**config.mk**
```make
export PLATFORM = sky130hd
export DESIGN_NAME = alu_writeback_stage
export DESIGN_NICKNAME = d
export VERILOG_FILES = /design/src/rtl/alu_pkg.sv /design/src/rtl/wb_fifo.sv /design/src/rtl/alu_writeback_stage.sv
export SDC_FILE = /design/constraint.sdc
export NUM_CORES = 1
export LEC_CHECK = 0
export ABC_AREA = 1
export BUFFER_PORTS_ARGS = -buffer_cell sky130_fd_sc_hd__buf_2
export CORE_ASPECT_RATIO = 1.75
export CORE_MARGIN = 4
export CORE_UTILIZATION = 47
export DETAILED_ROUTE_END_ITERATION = 8
export GPL_TIMING_DRIVEN = 0
export HOLD_SLACK_MARGIN = 0.03
export PLACE_DENSITY = 0.65
export SETUP_SLACK_MARGIN = 0.02
export SYNTH_ARGS = -nofsm -noshare
export SYNTH_HDL_FRONTEND = slang
export SYNTH_HIERARCHICAL = 1
export SYNTH_SLANG_ARGS = --single-unit
```
**constraint.sdc**
```tcl
create_clock -name clk -period 6.1 [get_ports clk]
set_input_delay 0.61 -clock clk [delete_from_list [all_inputs] [get_ports clk]]
set_output_delay 0.61 -clock clk [all_outputs]
set_load 0.05 [all_outputs]
```
**src/rtl/alu_pkg.sv**
```systemverilog
// Shared definitions for the ALU back end: opcode encodings, the legality test,
// and the write-back entry carried from execute to the register file.
package alu_pkg;

  localparam int DATA_W = 32;
  localparam int RA_W   = 4;

  localparam logic [3:0] OP_ADD = 4'b0000;
  localparam logic [3:0] OP_SUB = 4'b0001;
  localparam logic [3:0] OP_MUL = 4'b0010;
  localparam logic [3:0] OP_MOD = 4'b0011;
  localparam logic [3:0] OP_AND = 4'b0100;
  localparam logic [3:0] OP_CAT = 4'b0101;
  localparam logic [3:0] OP_EQ  = 4'b0110;
  localparam logic [3:0] OP_GT  = 4'b0111;
  localparam logic [3:0] OP_SRL = 4'b1000;
  localparam logic [3:0] OP_SLL = 4'b1001;

  typedef struct packed {
    logic [3:0]        opcode;
    logic [DATA_W-1:0] result;
    logic              carry;
    logic [RA_W-1:0]   rd;
  } wb_entry_t;

  function automatic logic is_legal_op(input logic [3:0] op);
    return op <= OP_SLL;
  endfunction

endpackage

```
**src/rtl/wb_fifo.sv**
```systemverilog
// Circular buffer of pending write-back entries. The whole array and an
// occupancy mask are exposed so the parent can search it for forwarding.
module wb_fifo
  import alu_pkg::*;
#(
  parameter  int DEPTH = 4,
  localparam int PW    = $clog2(DEPTH)
) (
  input  logic            clk,
  input  logic            rst_n,
  input  logic            push,
  input  wb_entry_t       push_entry,
  input  logic            pop,
  output wb_entry_t       head,
  output wb_entry_t       entries [DEPTH],
  output logic [DEPTH-1:0] valid_mask,
  output logic [PW-1:0]   rd_ptr,
  output logic [PW:0]     count
);

  wb_entry_t     mem [DEPTH];
  logic [PW-1:0] wr_ptr;

  // Storage carries no reset; occupancy is defined solely by the pointers and count.
  always_ff @(posedge clk) begin
    if (push) mem[wr_ptr] <= push_entry;
  end

  always_ff @(posedge clk or negedge rst_n) begin
    if (!rst_n) begin
      wr_ptr <= '0;
      rd_ptr <= '0;
      count  <= '0;
    end else begin
      if (push) wr_ptr <= wr_ptr + 1'b1;
      if (pop)  rd_ptr <= rd_ptr + 1'b1;
      case ({push, pop})
        2'b10:   count <= count + 1'b1;
        2'b01:   count <= count - 1'b1;
        default: count <= count;
      endcase
    end
  end

  always_comb begin
    for (int i = 0; i < DEPTH; i++) begin
      entries[i]    = mem[i];
      valid_mask[i] = {1'b0, PW'(i) - rd_ptr} < count;
    end
  end

  assign head = mem[rd_ptr];

endmodule

```
**src/rtl/alu_writeback_stage.sv**
```systemverilog
// Write-back stage behind the execute ALU: buffers results, commits them to the
// register file, maintains architectural flags and serves forwarding lookups.
module alu_writeback_stage
  import alu_pkg::*;
#(
  parameter  int N     = 32,
  parameter  int DEPTH = 4,
  parameter  int RA    = 4,
  localparam int PW    = $clog2(DEPTH)
) (
  input  logic          clk,
  input  logic          rst_n,
  input  logic          in_valid,
  output logic          in_ready,
  input  logic [3:0]    in_opcode,
  input  logic [N-1:0]  in_result,
  input  logic          in_carry,
  input  logic [RA-1:0] in_rd,
  output logic          wb_valid,
  input  logic          wb_ready,
  output logic [RA-1:0] wb_addr,
  output logic [N-1:0]  wb_data,
  input  logic [RA-1:0] fwd_addr,
  output logic          fwd_hit,
  output logic [N-1:0]  fwd_data,
  output logic          flag_z,
  output logic          flag_c,
  output logic          flag_cmp,
  output logic [PW:0]   count,
  output logic [7:0]    illegal_cnt
);

  wb_entry_t        push_entry;
  wb_entry_t        head;
  wb_entry_t        entries [DEPTH];
  logic [DEPTH-1:0] valid_mask;
  logic [PW-1:0]    rd_ptr;
  logic             accept, push, pop;
  logic [RA-1:0]    last_addr_p1;
  logic [N-1:0]     last_data_p1;

  assign in_ready = count < (PW+1)'(DEPTH);
  assign wb_valid = count != '0;
  assign accept   = in_valid && in_ready;
  assign push     = accept && is_legal_op(in_opcode);
  assign pop      = wb_valid && wb_ready;

  assign push_entry = '{opcode: in_opcode, result: in_result, carry: in_carry, rd: in_rd};

  wb_fifo #(.DEPTH(DEPTH)) u_fifo (
    .clk        (clk),
    .rst_n      (rst_n),
    .push       (push),
    .push_entry (push_entry),
    .pop        (pop),
    .head       (head),
    .entries    (entries),
    .valid_mask (valid_mask),
    .rd_ptr     (rd_ptr),
    .count      (count)
  );

  // While empty the port repeats the last committed write (zero after reset).
  assign wb_addr = wb_valid ? head.rd     : last_addr_p1;
  assign wb_data = wb_valid ? head.result : last_data_p1;

  // Commit stage: flags and held write-port values update on the popping edge.
  always_ff @(posedge clk or negedge rst_n) begin
    if (!rst_n) begin
      flag_z       <= 1'b0;
      flag_c       <= 1'b0;
      flag_cmp     <= 1'b0;
      last_addr_p1 <= '0;
      last_data_p1 <= '0;
    end else if (pop) begin
      flag_z       <= head.result == '0;
      last_addr_p1 <= head.rd;
      last_data_p1 <= head.result;
      if (head.opcode == OP_ADD) flag_c <= head.carry;
      if (head.opcode == OP_EQ || head.opcode == OP_GT) flag_cmp <= head.result[0];
    end
  end

  always_ff @(posedge clk or negedge rst_n) begin
    if (!rst_n) begin
      illegal_cnt <= '0;
    end else if (accept && !is_legal_op(in_opcode) && illegal_cnt != 8'hFF) begin
      illegal_cnt <= illegal_cnt + 8'd1;
    end
  end

  // Walk from oldest to youngest so the youngest match overrides earlier ones.
  always_comb begin
    logic [PW-1:0] idx;
    idx      = '0;
    fwd_hit  = 1'b0;
    fwd_data = '0;
    for (int a = 0; a < DEPTH; a++) begin
      idx = rd_ptr + PW'(a);
      if (valid_mask[idx] && entries[idx].rd == fwd_addr) begin
        fwd_hit  = 1'b1;
        fwd_data = entries[idx].result;
      end
    end
  end

endmodule

```
Word-level counts from Yosys, hierarchy flattened
Memories as Yosys holds them, arrays and structs flattened.
Cells that the tools add are included.
Widths: inputs -> output; s select.
{"block": "word_totals", "ff_bits": 54, "mem_bits_rw": 164, "in_bits": 49, "elab_cells": 98, "memories": 1}
{"name": "u_fifo.mem", "depth": 4, "width": 41, "read_ports": 5, "rd_clocked_by_memory_dff": 0, "wr": 1, "line_no": "wb_fifo.sv:21", "rtl": "wb_entry_t mem [DEPTH];"}
{"block": "classes", "addsub": 11, "n_lt_le_gt_ge": 14, "eq_ne": 9, "mux": 33, "bitwise_logic": 4, "n_reduce_logical": 17}
{"cell": "$bmux 41 s2", "count": 4}
{"cell": "$mux 37", "count": 8}
{"cell": "$mux 32", "count": 5}
{"cell": "$logic_not 32->1", "count": 1}
{"cell": "$eq 4x4->1", "count": 4}
{"cell": "$ge 3x3->1 const B", "count": 4}
{"cell": "$lt 2x3->1", "count": 4}
{"cell": "$lt 2x3->1 const B", "count": 4}
{"cell": "$not 2->3", "count": 4}
{"cell": "$mux 1", "count": 10}
{"cell": "$logic_and 1x1->1", "count": 9}
{"cell": "$add 8x1->8 const B", "count": 1}
{"cell": "$bmux 1 s2", "count": 4}
{"cell": "$eq 4x3->1 const B", "count": 2}
{"cell": "$ne 8x8->1 const B", "count": 1}
{"cell": "$pmux 3 s2", "count": 1}
{"cell": "$add 2x1->2 const B", "count": 2}
{"cell": "$add 2x2->2 const B", "count": 2}
{"cell": "$le 4x4->1 const B", "count": 1}
{"cell": "$logic_not 4->1", "count": 1}
{"cell": "$mux 4", "count": 1}
{"cell": "$reduce_and 2->1", "count": 2}
{"cell": "$sub 1x2->2 const A", "count": 2}
{"cell": "$sub 2x2->2 const A", "count": 2}
{"cell": "other kinds (9)", "count": 9}

Logic depth before layout (Yosys ltp)
{"block": "logic_depth", "depth_word": 10, "ltp_mapped": 23}

Cells and area by module
Netlist, hierarchy kept.
{"module": "alu_writeback_stage", "n_inst": 1, "cells_each": 1498, "area_per_inst_um2": 7428.4, "seq_area_each_um2": 1176.1}
{"module": "wb_fifo", "n_inst": 1, "cells_each": 469, "area_per_inst_um2": 6979.2, "seq_area_each_um2": 5099.9}

Least setup slack after synthesis
No wires, ideal clock.
{"block": "synth_timing", "path_kind": "register to output", "from": "reg u_fifo.count[1]", "to": "out fwd_data[30]", "t_arrival_ns": 3.202, "t_required_ns": 5.490, "path_slack_ns": 2.288, "path_stages_with_launch": 17, "cell_sequence": "dfrtp_1 -> inv_1 -> ha_1 -> nand2_1 -> nor2_1 -> a21oi_1 -> inv_1 -> o21ai_0 -> nand2_1 -> o21ai_1 -> nand2_1 -> nor2_4 -> nand3_2 -> buf_2 -> nand2_1 -> nand3_1 -> a21oi_1"}
{"block": "synth_via", "elab_chain_cells": 8, "elab_cells_between_ends": 20, "classes_between": "4 x order compare; 12 x mux; 4 x reduce/logical"}
{"item": "start: declaration", "line_no": "wb_fifo.sv:18", "rtl": "output logic [PW:0] count"}
{"item": "start signal: assignment", "line_no": "wb_fifo.sv:38", "rtl": "2'b10: count <= count + 1'b1;"}
{"item": "start signal: assignment", "line_no": "wb_fifo.sv:39", "rtl": "2'b01: count <= count - 1'b1;"}
{"item": "start signal: assignment", "line_no": "wb_fifo.sv:40", "rtl": "default: count <= count;"}
{"item": "$lt 2x3->1 *", "line_no": "wb_fifo.sv:48", "rtl": "valid_mask[i] = {1'b0, PW'(i) - rd_ptr} < count;"}
{"item": "net valid_mask[3]", "line_no": "alu_writeback_stage.sv:36", "rtl": "logic [DEPTH-1:0] valid_mask;"}
{"item": "$bmux 1 s2", "line_no": "alu_writeback_stage.sv:100", "rtl": "if (valid_mask[idx] && entries[idx].rd == fwd_addr) begin"}
{"item": "$mux 1 (not written as such)", "line_no": "alu_writeback_stage.sv:100"}
{"item": "$logic_and 1x1->1", "line_no": "alu_writeback_stage.sv:100"}
{"item": "$mux 32 (3 in a row)", "line_no": "alu_writeback_stage.sv:100"}
{"item": "$mux 32 *", "line_no": "alu_writeback_stage.sv:100"}
{"item": "end: declaration", "line_no": "alu_writeback_stage.sv:25", "rtl": "output logic [N-1:0] fwd_data,"}
The timed path passes the listed nets; every way through them passes the cells marked *. The select of a mux whose other input is x is not followed.

Worst setup path in the final report
{"block": "layout_timing", "from": "reg u_fifo.rd_ptr[1]", "to": "out fwd_data[30]"}
{"block": "layout_via", "elab_cells_between_ends": 47, "classes_between": "7 x add/sub; 4 x order compare; 4 x eq/ne; 24 x mux; 4 x bitwise; 4 x reduce/logical"}
{"item": "start: declaration", "line_no": "wb_fifo.sv:17", "rtl": "output logic [PW-1:0] rd_ptr,"}
{"item": "start signal: assignment", "line_no": "wb_fifo.sv:36", "rtl": "if (pop) rd_ptr <= rd_ptr + 1'b1;"}
{"item": "$sub 1x2->2 *", "line_no": "wb_fifo.sv:48"}
{"item": "$lt 2x3->1 *", "line_no": "wb_fifo.sv:48"}
{"item": "net valid_mask[0]", "line_no": "alu_writeback_stage.sv:36"}
{"item": "$bmux 1 s2", "line_no": "alu_writeback_stage.sv:100"}
{"item": "$mux 1 (not written as such)", "line_no": "alu_writeback_stage.sv:100"}
{"item": "$logic_and 1x1->1", "line_no": "alu_writeback_stage.sv:100"}
{"item": "$mux 32 (3 in a row)", "line_no": "alu_writeback_stage.sv:100"}
{"item": "$mux 32 *", "line_no": "alu_writeback_stage.sv:100"}
Marked as above.

==> metrics.md <==
| Metric | Value |
|---|---|
| PortBufs | 133 |
| Worst-path clk slew | 0.07 ns |
| Most used cell, CP | nand2_1 |
| Buf/Inv on CP | 7 |
| Max Transition Viols Final | 0 |
| Filler cells | 2,874 |
| Total track usage | 31.0% |
| Hold-fix buffer count after cts | 0 |
| Most used DFF post-synth | edfxtp_1 |
| Routed vias/inst | 5.77 |
| Clock Sinks | 218 |
| Mapped Avg Cell Area | 7.32 um^2 |
| Top area cells in the synthesized netlist | edfxtp_1, nand2_1, o21ai_0, dfrtp_1, nand3_1 |
| Max-Cap Viols | 0 |
| Initial antenna violation count | 1 |
| Post-DRT Antenna Nets | 0 |
| Worst setup path endpoint | fwd_data[30] |
| Synthesis-to-layout area growth | 13.1% |
| Final TNS setup | 0 ns |
| Cells after Synth | 1,967 |
| Die area | 33,600 um^2 |
| Clock latency reported for the late side of the worst-skew pair | 0.52 ns |
| Vias in the first global route | 14,100 |
| Hold Path Class | input pin to async pin |
| Family with the most delay on the worst path | buffers and inverters |
| Root Driver | clkbuf_16 |
| FF-to-FF path depth | 8 |
| Synth Register Bits | 218 |
| Final nets | 2,186 |
| Worst path max stage delay | 0.47 ns |
| Leading cell types in the layout, fill and taps excluded | nand2_1, o21ai_0, inv_1 |
| Setup crit end kind | output port |
| R2R Setup Slk | 3.29 ns |
| Placeable Area | 30,200 um^2 |
| RSZ-0062 raised after global routing | false |
| Critical path class | flop to output port |
| Die Height | 240 um |
| Seq/Total Area, Yosys | 43.6% |
| Longest Clk Path Bufs | 3 |
| Placed insts | 2,491 |
| Leading area contributor after synthesis | edfxtp_1 |
| Share of the synthesized area in the top cell type | 34.2% |
| Most common cell after layout, fill and taps aside | nand2_1 |
| # H-tree levels | 1 |
| Critical Path AT | 4.14 ns |
| Setup bufs post-CTS | 0 |
| Die X | 140 um |
| CP required | 5.49 ns |
| Final Cycle Share | 77.9% |
| R2R Path Start | u_fifo/count[2] |
| Max Clock Skew | 0.00565 ns |
| IO Pins | 134 |
| First-pass GRT wire length | 80.0 mm |
| Row count | 84 |
| Initial detailed-routing violation count | 1,376 |
| R2r endpoint | u_fifo/count[1] |
| Hold slack | 0.162 ns |
| Layout cell share with drive strength beyond 1 | 13.9% |
| DRC | 1 |
| CP startpoint kind | flop |
| Pre-CTS setup slack | 1.98 ns |
| Vias | 14,600 |
| Final RePlAce weighted congestion | 0.987 |
| Non-Filler Instances | 2,528 |
| Status | finished, violations left |
| Post_cts resized | 0 |
| Final worst slack | 1.35 ns |
| Post-synth EDFFs | 164 |
| CTS tree | built |
| Drt pass-1 iters | 9 |
| Post-DP HPWL | 40.6 mm |
| Final setup violating endpoints | 0 |
| Critical path cell sequence | buf_6 > inv_6 > buf_12 > nand2_1 > nand2_2 > inv_2 > ha_1 > a21boi_0 > o21ai_1 > inv_1 > nand2_1 > o21ai_0 > o21ai_1 > nand2_1 > nor2_4 > nand3_2 > buf_2 > nand2_1 > nand3_1 > a21oi_1 > buf_2 |
| Ys async rst share | 24.8% |
| Post-Syn Area | 14,400 um^2 |
| Worst slew pin tran | 1.00 ns |
| Max FO, Critical Path | 10 |
| Failing checks | DRC |
| Levels on crit path | 21 |
| Yosys cell types | 34 |
| Initial Utilization | 47.8% |
| Final Hold Viols | 0 |
| CTS buffer count | 20 |
| Syn nets | 2,027 |
| Pin count of the biggest net entering global routing | 55 |
| GRT overflow | 0 |
| Drt wl/cell | 21.4 um |
| Final WL | 54.1 mm |
| Worst Setup SP | u_fifo/rd_ptr[1] |
| Fmax | 0.210 GHz |
| Ys Warns | 6 |
| Relative slew slack | 32.7% |
| Slowest cell on the critical path | dfrtp_1 |
| Crit path time final | 4.75 ns |
worst register-to-register path, stage by stage, from the launching register on:
cell     delay (ns)
dfrtp_1        0.47
nor3_2         0.85
inv_1          0.13
nand2_1        0.16
inv_1          0.20
ha_1           0.27
inv_1          0.09
fa_1           0.41
o21ai_0        0.16
state kept, by name, summed over array words and instances, names as in the netlist:
register / count
last_addr_p1: 4
flag_z: 1
u_fifo/mem: 164
u_fifo/rd_ptr: 2
flag_c: 1
flag_cmp: 1
u_fifo/wr_ptr: 2
illegal_cnt: 8
last_data_p1: 32
u_fifo/count: 3
synthesized netlist by cell type (10+ instances only):
cell type,n
inv_1,204
o21ai_1,10
nand3_2,41
o21ai_0,339
buf_2,51
nor2_1,115
ha_1,10
nand2_1,609
nand3_1,156
clkbuf_1,55
nand4_1,79
dfrtp_1,54
edfxtp_1,164
buf_1,15
stage by stage:
step	instance area, um^2	utilization, %
after floorplan	14400	-
after global placement	15600	51.6
after detailed placement	15600	51.8
after CTS	16300	54.0
after global routing	16300	54.0
final	16300	54.0
layout make-up:
class                      count  area [um^2]  area share, %
clock inverter                 9          100          0.614
inverter                     210          796           4.88
timing repair buffer         137          748           4.59
tap                          387          484           2.97
antenna                        1         2.50         0.0154
sequential                   218         6280           38.5
buffer                       139          734           4.51
multi-input combinational   1400         6600           40.5
clock buffer                  27          548           3.36
metal layers:
layer  GRT usage, %  up-vias  wire [um]  part of all wire [%]
met5              0        -          0                     0
met4           23.4        0       4460                   8.2
met3           3.42      197       3690                   6.8
met2           53.9      776      26900                    50
met1           34.7     6799      19000                    35
li1               -     6823          -                     -
worst min path at each step:
stage | slack [ns] | depth (start not counted) | from | end
floorplan | 0.31 | 0 | rst_n | flag_c
global placement | 0.47 | 2 | last_data_p1[14] | last_data_p1[14]
detailed placement | 0.47 | 2 | last_data_p1[4] | last_data_p1[4]
CTS | 0.29 | 1 | in_result[11] | u_fifo/mem[3][16]
global route | 0.21 | 1 | rst_n | last_data_p1[19]
finish | 0.16 | 1 | rst_n | last_data_p1[20]
logic make-up (layout without fill, tap and decap cells):
group / count (synthesis) / after routing / synth area share [%]
adder cells (fa/ha/maj): 11 / 11 / 1.01
buffers and inverters: 349 / 522 / 10.6
multiplexers: 2 / 2 / 0.156
AO/OA/AOI/OAI: 355 / 355 / 12.4
other: 0 / 1 / 0
XOR/XNOR: 12 / 12 / 0.729
flip-flops: 218 / 218 / 43.6
AND/OR/NAND/NOR: 1020 / 1020 / 31.5
Power is left out: the tool's default activity adds up to more than one toggle a clock period on the data nets, which glitch-free logic cannot reach.
